### config.mk
export PLATFORM = sky130hd
export DESIGN_NAME = quat_collector
export DESIGN_NICKNAME = d
export VERILOG_FILES = /design/src/rtl/quat_collector.sv
export SDC_FILE = /design/constraint.sdc
export NUM_CORES = 1
export LEC_CHECK = 0
export ABC_CLOCK_PERIOD_IN_PS = 4600
export CORE_ASPECT_RATIO = 1.25
export CORE_UTILIZATION = 40
export DETAILED_ROUTE_END_ITERATION = 7
export MAX_ROUTING_LAYER = met4
export SYNTH_ARGS = -nofsm -noshare
export SYNTH_HDL_FRONTEND = slang
export SYNTH_SLANG_ARGS = --single-unit
### constraint.sdc
create_clock -name clk -period 4.6 [get_ports clk]
set_clock_uncertainty 0.05 [all_clocks]
set_input_delay 1.15 -clock clk [delete_from_list [all_inputs] [get_ports clk]]
set_output_delay 1.15 -clock clk [all_outputs]
set_load 0.02 [all_outputs]
### src/rtl/quat_collector.sv
`default_nettype none
// ============================================================================
//  Module   : quat_collector
//  Purpose  : Serial-to-parallel front end for the quaternion Hadamard stage.
//             Collects a0..a3 from a valid/ready beat stream, checks framing,
//             and presents the quaternion in parallel under valid/ready.
//  Revision : 1.0  initial release
// ============================================================================
module quat_collector #(
  parameter int DATA_W = 16,
  parameter int ERR_W  = 8
) (
  input  logic              clk,
  input  logic              rst_n,
  input  logic              in_valid,
  output logic              in_ready,
  input  logic [DATA_W-1:0] in_data,
  input  logic              in_last,
  output logic              out_valid,
  input  logic              out_ready,
  output logic [DATA_W-1:0] out_a0,
  output logic [DATA_W-1:0] out_a1,
  output logic [DATA_W-1:0] out_a2,
  output logic [DATA_W-1:0] out_a3,
  output logic              frame_err,
  output logic [ERR_W-1:0]  err_count
);

  localparam logic [1:0] C_LAST_IDX = 2'd3;

  // Collect register (slot per component) and output register.
  logic [DATA_W-1:0] col_q [4];
  logic [DATA_W-1:0] col_d [4];
  logic [DATA_W-1:0] out_q [4];
  logic [DATA_W-1:0] out_d [4];
  logic [1:0]        idx_q, idx_d;
  logic              collect_full_q, collect_full_d;
  logic              out_valid_q, out_valid_d;
  logic              frame_err_q, frame_err_d;
  logic [ERR_W-1:0]  err_count_q, err_count_d;
  // Holds in_ready low through reset and the first edge after release.
  logic              started_q, started_d;

  logic w_accept;
  logic w_good_last;
  logic w_bad_beat;
  logic w_out_free;
  logic w_move;

  // Beat classification and transfer decisions.
  always_comb begin
    w_accept    = in_valid & in_ready;
    w_good_last = w_accept & in_last & (idx_q == C_LAST_IDX);
    w_bad_beat  = w_accept & (in_last ^ (idx_q == C_LAST_IDX));
    w_out_free  = ~out_valid_q | out_ready;
    // The collect register can only be full while input is stalled, so
    // a good last beat and collect_full never coincide.
    w_move      = (collect_full_q | w_good_last) & w_out_free;
  end

  // Next-state computation for collect/output registers and error tracking.
  always_comb begin
    col_d          = col_q;
    out_d          = out_q;
    idx_d          = idx_q;
    collect_full_d = collect_full_q;
    out_valid_d    = out_valid_q;
    frame_err_d    = 1'b0;
    err_count_d    = err_count_q;
    started_d      = 1'b1;

    if (w_accept) begin
      col_d[idx_q] = in_data;
      if (w_good_last || w_bad_beat) begin
        idx_d = 2'd0;
      end else begin
        idx_d = idx_q + 2'd1;
      end
    end

    if (w_bad_beat) begin
      frame_err_d = 1'b1;
      if (err_count_q != {ERR_W{1'b1}}) begin
        err_count_d = err_count_q + {{(ERR_W-1){1'b0}}, 1'b1};
      end
    end

    if (w_move) begin
      out_valid_d = 1'b1;
      if (collect_full_q) begin
        out_d          = col_q;
        collect_full_d = 1'b0;
      end else begin
        // Fast path: the a3 beat bypasses the collect register.
        out_d[0] = col_q[0];
        out_d[1] = col_q[1];
        out_d[2] = col_q[2];
        out_d[3] = in_data;
      end
    end else begin
      if (w_good_last) begin
        collect_full_d = 1'b1;
      end
      if (out_valid_q && out_ready) begin
        out_valid_d = 1'b0;
      end
    end
  end

  // State registers with asynchronous active-low reset.
  always_ff @(posedge clk or negedge rst_n) begin
    if (!rst_n) begin
      for (int i = 0; i < 4; i++) begin
        col_q[i] <= '0;
        out_q[i] <= '0;
      end
      idx_q          <= 2'd0;
      collect_full_q <= 1'b0;
      out_valid_q    <= 1'b0;
      frame_err_q    <= 1'b0;
      err_count_q    <= '0;
      started_q      <= 1'b0;
    end else begin
      col_q          <= col_d;
      out_q          <= out_d;
      idx_q          <= idx_d;
      collect_full_q <= collect_full_d;
      out_valid_q    <= out_valid_d;
      frame_err_q    <= frame_err_d;
      err_count_q    <= err_count_d;
      started_q      <= started_d;
    end
  end

  // Output mapping.
  always_comb begin
    in_ready  = started_q & ~collect_full_q;
    out_valid = out_valid_q;
    out_a0    = out_q[0];
    out_a1    = out_q[1];
    out_a2    = out_q[2];
    out_a3    = out_q[3];
    frame_err = frame_err_q;
    err_count = err_count_q;
  end

endmodule
`default_nettype wire
=== Yosys cells after proc, flatten, opt, wreduce, memory -nomap -nowiden ===
Index checks and enable logic that the tools add are counted.
Widths: inputs -> output; s select.

* Add/subtract/negate cells: 2
* Multiply operators: 0
* Div/mod/pow operators: 0
* Magnitude comparators: 2
* Equal/unequal tests: 2
* Shift operators: 0
* Multiplexer cells: 10
* Bitwise logic cells: 12
* Reduce and logical (&&, ||, !) cells: 6

{| class="wikitable"
|+ Operators with widths
! kind !! count
|-
| $bwmux 64 || 1
|-
| $demux 16 s2 || 1
|-
| $mux 16 || 2
|-
| $add 8x1->8 const B || 1
|-
| $ne 8x8->1 const B || 1
|-
| $and 1x1->1 || 6
|-
| $mux 1 || 5
|-
| $reduce_bool 2->1 || 2
|-
| $ge 3x3->1 const B || 1
|-
| $lt 3x1->1 const B || 1
|-
| $not 2->3 || 1
|-
| $add 2x1->2 const B || 1
|-
| $eq 2x2->1 const B || 1
|-
| $logic_and 1x1->1 || 2
|-
| $mux 2 || 1
|-
| $not 1->1 || 2
|-
| $or 1x1->1 || 2
|-
| $reduce_and 2->1 || 1
|-
| $logic_or 1x1->1 || 1
|-
| $xor 1x1->1 || 1
|}

* Bits in registers: 142
* Bits in latches: 0
* RAM bits: 0
* Memory bits (read-only): 0
* Input bits: 21
* Word-level logic and storage cells: 48
* Memories: 0

=== Logic depth before layout (Yosys ltp) ===
Gate-level depths: netlist of run 1.

* Word-level depth: 8
* Mapped depth: 7
* Gate-level depth less buffers: 5

=== Worst setup path before layout of run 1 ===
Ideal clock, no wire load.

* Path type: input port to flip-flop
* Start point: in in_last
* End point: reg out_q (netlist bit out_a0[0])
* Library setup time: 0.125 ns
* Arrival: 2.113 ns
* Setup slack: 2.312 ns
* Stages: 5
* Path buffers: 2
* Cells stage by stage: a41oi_1 nor2b_1 buf_2 buf_2 mux2_2

* Word-level cells in the longest chain between the ends: 4

{| class="wikitable"
|+ RTL lines
! what !! RTL line !! text
|-
| start, declared || 18 || <nowiki>input logic in_last,</nowiki>
|-
| $and 1x1->1 (2 in a row) || 53 || <nowiki>w_good_last = w_accept & in_last & (idx_q == C_LAST_IDX);</nowiki>
|-
| $or 1x1->1 || 58 || <nowiki>w_move = (collect_full_q | w_good_last) & w_out_free;</nowiki>
|-
| $and 1x1->1 || 58 ||
|-
| end signal, assigned || 125 || <nowiki>out_q <= out_d;</nowiki>
|-
| end, declared || 34 || <nowiki>logic [DATA_W-1:0] out_q [4];</nowiki>
|}

Every way passes these cells.
A chain may end at the register's enable or synchronous reset.

=== Worst setup path in the final report of run 1 ===
* Start point: in in_last
* End point: reg out_q (netlist bit out_a0[6])

The elaborated chain is that of the path after synthesis.

==> out/results.ini, run 1 <==
[run_status]
status=finished, final reports clean

[floorplanning]
coreArea_mm2=0.01341
fp.dieH_um=134.0
rows=47
die_area_mm2=0.01442
initial_utilization_pct=41.58
io_pins=96
die_w_um=107.6

[grt]
grt_pass1_wl_mm=18.57
grt_use_total_pct=17.55
grt_overflow=0
grt_max_degree=100
grt_pass1_vias=3491
antenna_found_initial=0

[placed_design]
dp_hpwl_mm=7.317
placed_cell_area_mm2=0.006710
port_buffers=95
place_congestion=0.8059

[pwr]
p_clk_share_pct=29.5
p_seq_share_pct=43.1
power_density_mw_per_mm2=629.5
peakVddDrop_mv=0.2765
p_sw_mw=1.293
swShare_pct=28.11
p_int_mw=3.307
power_leakage_nw=3.253
power.share.combinational_pct=27.4

[cts]
cts_max_path_buffers=2
cts.sinks=142
htree_levels=4
postCtsResizedCells=0
root_buffer=clkbuf_16
ctsHoldBuffers=0
tritoncts=done
clk_latency_ns=0.40
clkTransAtPathRegs_ns=0.06
cts_buffers=17
post_cts_buffers=0

[critical_path]
crit_fanout=20
arrival_ns=3.32
reg2reg_to=out_a0[6]$_DFFE_PN0P_
critPathCaptureType=register
reg2reg_from=idx_q[1]$_DFFE_PN0P_
critPathKind=input pin to register
rr_worst_depth=5
worstSetupStartpointType=input pin
critPathMaxStageDelay_ns=0.60
path_cells=clkdlybuf4s50_1 -> a41oi_1 -> nor2b_4 -> buf_4 -> mux2_2
crit_required_ns=4.84
path_buf_inv=2
r2r_slack_ns=2.18
slowest_stage=nor2b_4
cp_top_family=buffers and inverters

[min_path]
min_to=out_a0[14]$_DFFE_PN0P_
min_from=out_a0[14]$_DFFE_PN0P_
hp-class=register to register
hold_depth=1

[route]
antenna_left=0
avgViaCountPerCell=4.967
drc_errors=0
firstDrtPassIters=4
wl_per_cell_um=16.86
vias=3268
wl_mm=11.09
first_iter_violations=98

[yosys]
avgSynthCellArea_um2=14.99
synth_top_area_share_pct=63.73
synthTopCellsByCount=dfrtp_1 (142), mux2_2 (112), nor2_1 (19)
synth_ff_type=dfrtp_1
yosysUniqueCellTypes=29
syn_area_mm2=0.005575
synth_edf_count=0
synth_area_leaders=dfrtp_1 (64%), mux2_2 (23%), mux2i_1 (3.2%)
syn-num-nets=398
ys_ff_latch=142
synth_area_leader_cell=dfrtp_1
ys_seq_area_share_pct=63.73
yosysWarnings=0
syn_inst=372
yosysMostFrequentCell=dfrtp_1
async_flop_share_pct=100.0

[sta]
setup_viol=0
hold_viol=0
finalCriticalPeriod_ns=3.079
max_slew_margin_pct=32.30
worst_slew_pin_slew_ns=1.010
setup_tns_ns=0
slew_viol_final=0
fmax_ghz=0.3247
rsz0062_at_grt=false
period_share_pct=66.94

[finish]
synthToLayoutAreaGrowth_pct=31.06
postLayoutCellArea_mm2=0.007307
drive_gt1_share_pct=30.80
layout.nets=501
antenna_cells=0

[flow_run]
cap_violations=0

## metrics by stage
stage                     util (%)  hold WS (ns)  cells  worst slack (ns)  power, mW
after floorplan                  -        0.4085    372             2.312      2.657
after global placement       50.05        0.4171    627             1.145      3.229
after detailed placement     50.05        0.4293    627             1.090      3.281
after CTS                    54.50        0.4496    658             1.519      4.661
after global routing         54.50        0.4677    658             1.422      4.863
final                        54.50        0.4417    658             1.521      4.600
## how the worst max path moves through the flow
stage	from	endpoint	slack, ns	cells past startpoint
after floorplan	in_last	out_a0[0]$_DFFE_PN0P_	2.31	5
after global placement	in_last	out_a1[15]$_DFFE_PN0P_	1.14	5
after detailed placement	in_last	out_a0[6]$_DFFE_PN0P_	1.09	5
after CTS	in_last	out_a0[6]$_DFFE_PN0P_	1.52	5
after global routing	in_last	out_a2[2]$_DFFE_PN0P_	1.42	5
final	in_last	out_a0[6]$_DFFE_PN0P_	1.52	5
## routing by layer
| layer | part of all wire [%] | global-route usage [%] | up-vias |
|---|---|---|---|
| met5 | 0 | - | - |
| li1 | - | - | 1504 |
| met2 | 51 | 27.67 | 74 |
| met1 | 44 | 21.86 | 1683 |
| met4 | 0.85 | 5.023 | 0 |
| met3 | 4.4 | 5.199 | 7 |
## power groups by stage
stage / combinational (mW) / sequential [mW] / clock, mW
2_1_floorplan: 0.470 / 2.19 / 0
3_3_place_gp: 1.24 / 1.99 / 0
3_5_place_dp: 1.27 / 2.01 / 0
4_1_cts: 1.28 / 1.99 / 1.39
5_1_grt: 1.36 / 2.05 / 1.45
6_report: 1.26 / 1.98 / 1.36
## layout by cell type (no fill, tap or decap), types with 4 or more instances in the layout
cell type	netlist	layout
clkdlybuf4s50_1	0	94
clkbuf_16	0	17
mux2i_1	18	18
ha_1	5	5
buf_4	5	4
mux2_2	112	112
nand2_1	7	7
a21oi_1	17	17
mux2_1	4	4
dfrtp_1	142	142
nor2_1	19	19
clkbuf_8	0	6
## final cells by class
class / instances / area, µm²
Timing Repair Buffer: 100 / 1002
Inverter: 3 / 11.26
Tap cell: 171 / 214.0
Fill cell: 1160 / 6101
Clock inverter: 5 / 77.57
Multi-Input combinational cell: 211 / 1929
Sequential cell: 142 / 3553
Clock buffer: 26 / 519.2
## logic make-up after synthesis
kind of cell	Yosys count	share of synthesized area, %
flip-flops	142	63.73
buffers and inverters	19	1.795
adder cells (fa/ha/maj)	5	1.122
AO/OA/AOI/OAI	20	1.863
multiplexers	134	26.66
AND/OR/NAND/NOR	48	4.287
other	1	0.06726
XOR/XNOR	3	0.4714
## worst reg2reg max path: cells and delay by family (launching register included)
family	cells	cell delay (ns)
compound gates	1	0.24
fa+ha+maj	1	0.26
buf+inv	1	0.39
flops	1	0.37
mux	1	0.39
simple gates	1	0.60
## registers in the layout, summed over array words and instances (netlist names), 2 cells and up
name       count
out_a3        16
col_q         64
idx_q          2
out_a1        16
out_a0        16
out_a2        16
err_count      8
Note: power is estimated with default switching activity, not from simulation.
==> run 2: changes to the inputs <==
ABC_CLOCK_PERIOD_IN_PS = 2500   (was 4600)
PLACE_DENSITY = 0.66   (was default)
clock period = 2.5 ns   (was 4.6 ns; I/O delays follow)
==> run 2 against run 1 <==
Net effect: register-to-register slack worse by 1.6 ns; sequential power up 84%; non-clock buffer count grew 6; worst setup slack lost 1.3 ns; first-iteration DRC count fell by 5.1%; total power grew 84%; largest power group unchanged; sequential share of layout area fell by 0.60 points; clock power increased by 82%; final cell count grew 0.91%; utilization increased by 0.68 points.
==> out/results.ini, run 2 (same netlist as run 1, synthesis figures left out) <==
[cts]
tritoncts=done  ; unchanged
cts.sinks=142  ; unchanged
clk_latency_ns=0.41  ; was 0.40 ns
root_buffer=clkbuf_16  ; unchanged
ctsHoldBuffers=0  ; unchanged
htree_levels=4  ; unchanged
post_cts_buffers=0  ; unchanged
cts_max_path_buffers=2  ; unchanged
clkTransAtPathRegs_ns=0.06  ; about the same
postCtsResizedCells=0  ; unchanged
cts_buffers=17  ; unchanged

[placed_design]
pre_cts_ws_ns=0.04284  ; was 1.090 ns
placed_cell_area_mm2=0.006805  ; was 0.006710 mm²
place_congestion=0.7499  ; was 0.8059
dp_hpwl_mm=7.364  ; was 7.317 mm
dp.cells=633  ; was 627
port_buffers=95  ; unchanged

[sta]
fin_ws_ns=0.2429  ; was 1.521 ns
rsz0062_at_grt=false  ; unchanged
fmax_ghz=0.4430
period_share_pct=90.28
setup_tns_ns=0  ; unchanged
slew_viol_final=0  ; unchanged
whs_ns=0.1275  ; was 0.4417 ns
hold_viol=0  ; unchanged
finalCriticalPeriod_ns=2.257
worst_slew_pin_slew_ns=0.5302  ; was 1.010 ns
setup_viol=0  ; unchanged
max_slew_margin_pct=64.66  ; was 32.30%

[pwr]
power_leakage_nw=3.283  ; was 3.253 nW
power.share.combinational_pct=27.5  ; was 27.4%
p_int_mw=6.036  ; was 3.307 mW
p_seq_share_pct=43.3  ; was 43.1%
power.total_mw=8.447  ; was 4.600 mW
swShare_pct=28.55  ; was 28.11%
peakVddDrop_mv=0.4533  ; was 0.2765 mV
p_sw_mw=2.412  ; was 1.293 mW
p_clk_share_pct=29.3  ; was 29.5%
power_density_mw_per_mm2=1142  ; was 629.5 mW/mm²

[finish]
fin_cells=664  ; was 658
final_common_cell=dfrtp_1  ; unchanged
fin_util_pct=55.18  ; was 54.50%
synthToLayoutAreaGrowth_pct=32.70  ; was 31.06%
seq_area_mm2=0.003553  ; unchanged
regMostFlops=col_q  ; unchanged
multiInputGateArea_mm2=0.001929  ; unchanged
layout.nets=507  ; was 501
fillers=1127  ; was 1160
final_cell_mix=dfrtp_1 (142), mux2_2 (112), clkdlybuf4s50_1 (94), nor2_1 (19), mux2i_1 (18)  ; unchanged
postLayoutCellArea_mm2=0.007398  ; was 0.007307 mm²
largest_reg_flops=64  ; unchanged
antenna_cells=0  ; unchanged
drive_gt1_share_pct=32.25  ; was 30.80%

[floorplanning]
die_w_um=107.6  ; unchanged
fp.dieH_um=134.0  ; unchanged
die_area_mm2=0.01442  ; unchanged
io_pins=96  ; unchanged
rows=47  ; unchanged
coreArea_mm2=0.01341  ; unchanged
initial_utilization_pct=41.58  ; unchanged

[critical_path]
cp.depth=2  ; was 5
cp_top_family=buffers and inverters  ; unchanged
path_buf_inv=1  ; was 2
path_cells=and2b_1 -> clkdlybuf4s50_1  ; was clkdlybuf4s50_1 -> a41oi_1 -> nor2b_4 -> buf_4 -> mux2_2
rr_worst_depth=5  ; unchanged
critPathMaxStageDelay_ns=0.60  ; about the same
crit_required_ns=1.82  ; was 4.84 ns
worstSetupStartpointType=register  ; was input pin
critPathCaptureType=primary output  ; was register
arrival_ns=1.58  ; was 3.32 ns
crit_fanout=2  ; was 20
slowest_stage=clkdlybuf4s50_1  ; was nor2b_4
critPathKind=register to primary output  ; was input pin to register

[route]
first_iter_violations=93  ; was 98
wl_mm=10.91  ; was 11.09 mm
avgViaCountPerCell=4.967  ; about the same
antenna_left=0  ; unchanged
wl_met2_mm=5.602  ; was 5.653 mm
wl_met1_mm=4.650  ; was 4.857 mm
firstDrtPassIters=4  ; unchanged
wl_per_cell_um=16.43  ; was 16.86 µm
highest_layer=met4  ; unchanged
vias=3298  ; was 3268
drc_errors=0  ; unchanged
dr_wl_met3_um=440  ; was 485 µm

[grt]
grt_pass1_vias=3534  ; was 3491
grt_max_degree=57  ; was 100
grt_use_total_pct=17.11  ; was 17.55%
antenna_found_initial=0  ; unchanged
grt_pass1_wl_mm=17.87  ; was 18.57 mm
grt_overflow=0  ; unchanged

[flow_run]
cap_violations=0  ; unchanged

[run_status]
status=finished, final reports clean  ; unchanged

[min_path]
hp-class=input pin to asynchronous set/reset pin  ; was register to register

## run 2: path summary, 6_finish.rpt
check	slack (ns)	start	endpoint
max	0.24	collect_full_q$_DFFE_PN0P_	in_ready
min	0.13	rst_n	out_valid$_DFFE_PN0P_
max reg2reg	0.55	idx_q[1]$_DFFE_PN0P_	out_a2[8]$_DFFE_PN0P_
min reg2reg	0.44	out_a0[9]$_DFFE_PN0P_	out_a0[9]$_DFFE_PN0P_
max in group asynchronous	1.66	rst_n	col_q[37]$_DFFE_PN0P_
min in group clk	0.44	out_a0[9]$_DFFE_PN0P_	out_a0[9]$_DFFE_PN0P_
## run 2: area by class of cell
type                    instances  share of cell area [%]
inverters                       3                  0.1522
clock buffers                  21                   6.494
multi-input cells             211                   26.08
clock inverters                10                   1.522
repair buffers                106                   14.83
well taps                     171                   2.892
flip-flops and latches        142                   48.03
## run 2: power groups by stage
stage | Combinational [mW] | Clock, mW | Sequential [mW]
after global placement | 2.29 | 0 | 3.67
after CTS | 2.36 | 2.53 | 3.67
after global routing | 2.50 | 2.64 | 3.77
after floorplan | 0.865 | 0 | 4.02
after detailed placement | 2.35 | 0 | 3.70
final | 2.32 | 2.47 | 3.65
## run 2: per-layer routing
| layer | up-vias | global-route usage, % |
|---|---|---|
| li1 | 1518 | - |
| met1 | 1688 | 20.82 |
| met2 | 73 | 26.67 |
| met3 | 19 | 5.053 |
| met4 | 0 | 6.849 |
| met5 | - | - |
## run 2: worst reg2reg max path: cells and delay by family, from the launching register on
family                     cells  cell delay [ns]
AOI/OAI and AO/OA              1             0.24
adders and majority gates      1             0.25
buffers and inverters          1             0.24
DFF                            1             0.38
muxes                          1             0.39
and+or+nand+nor                1             0.29
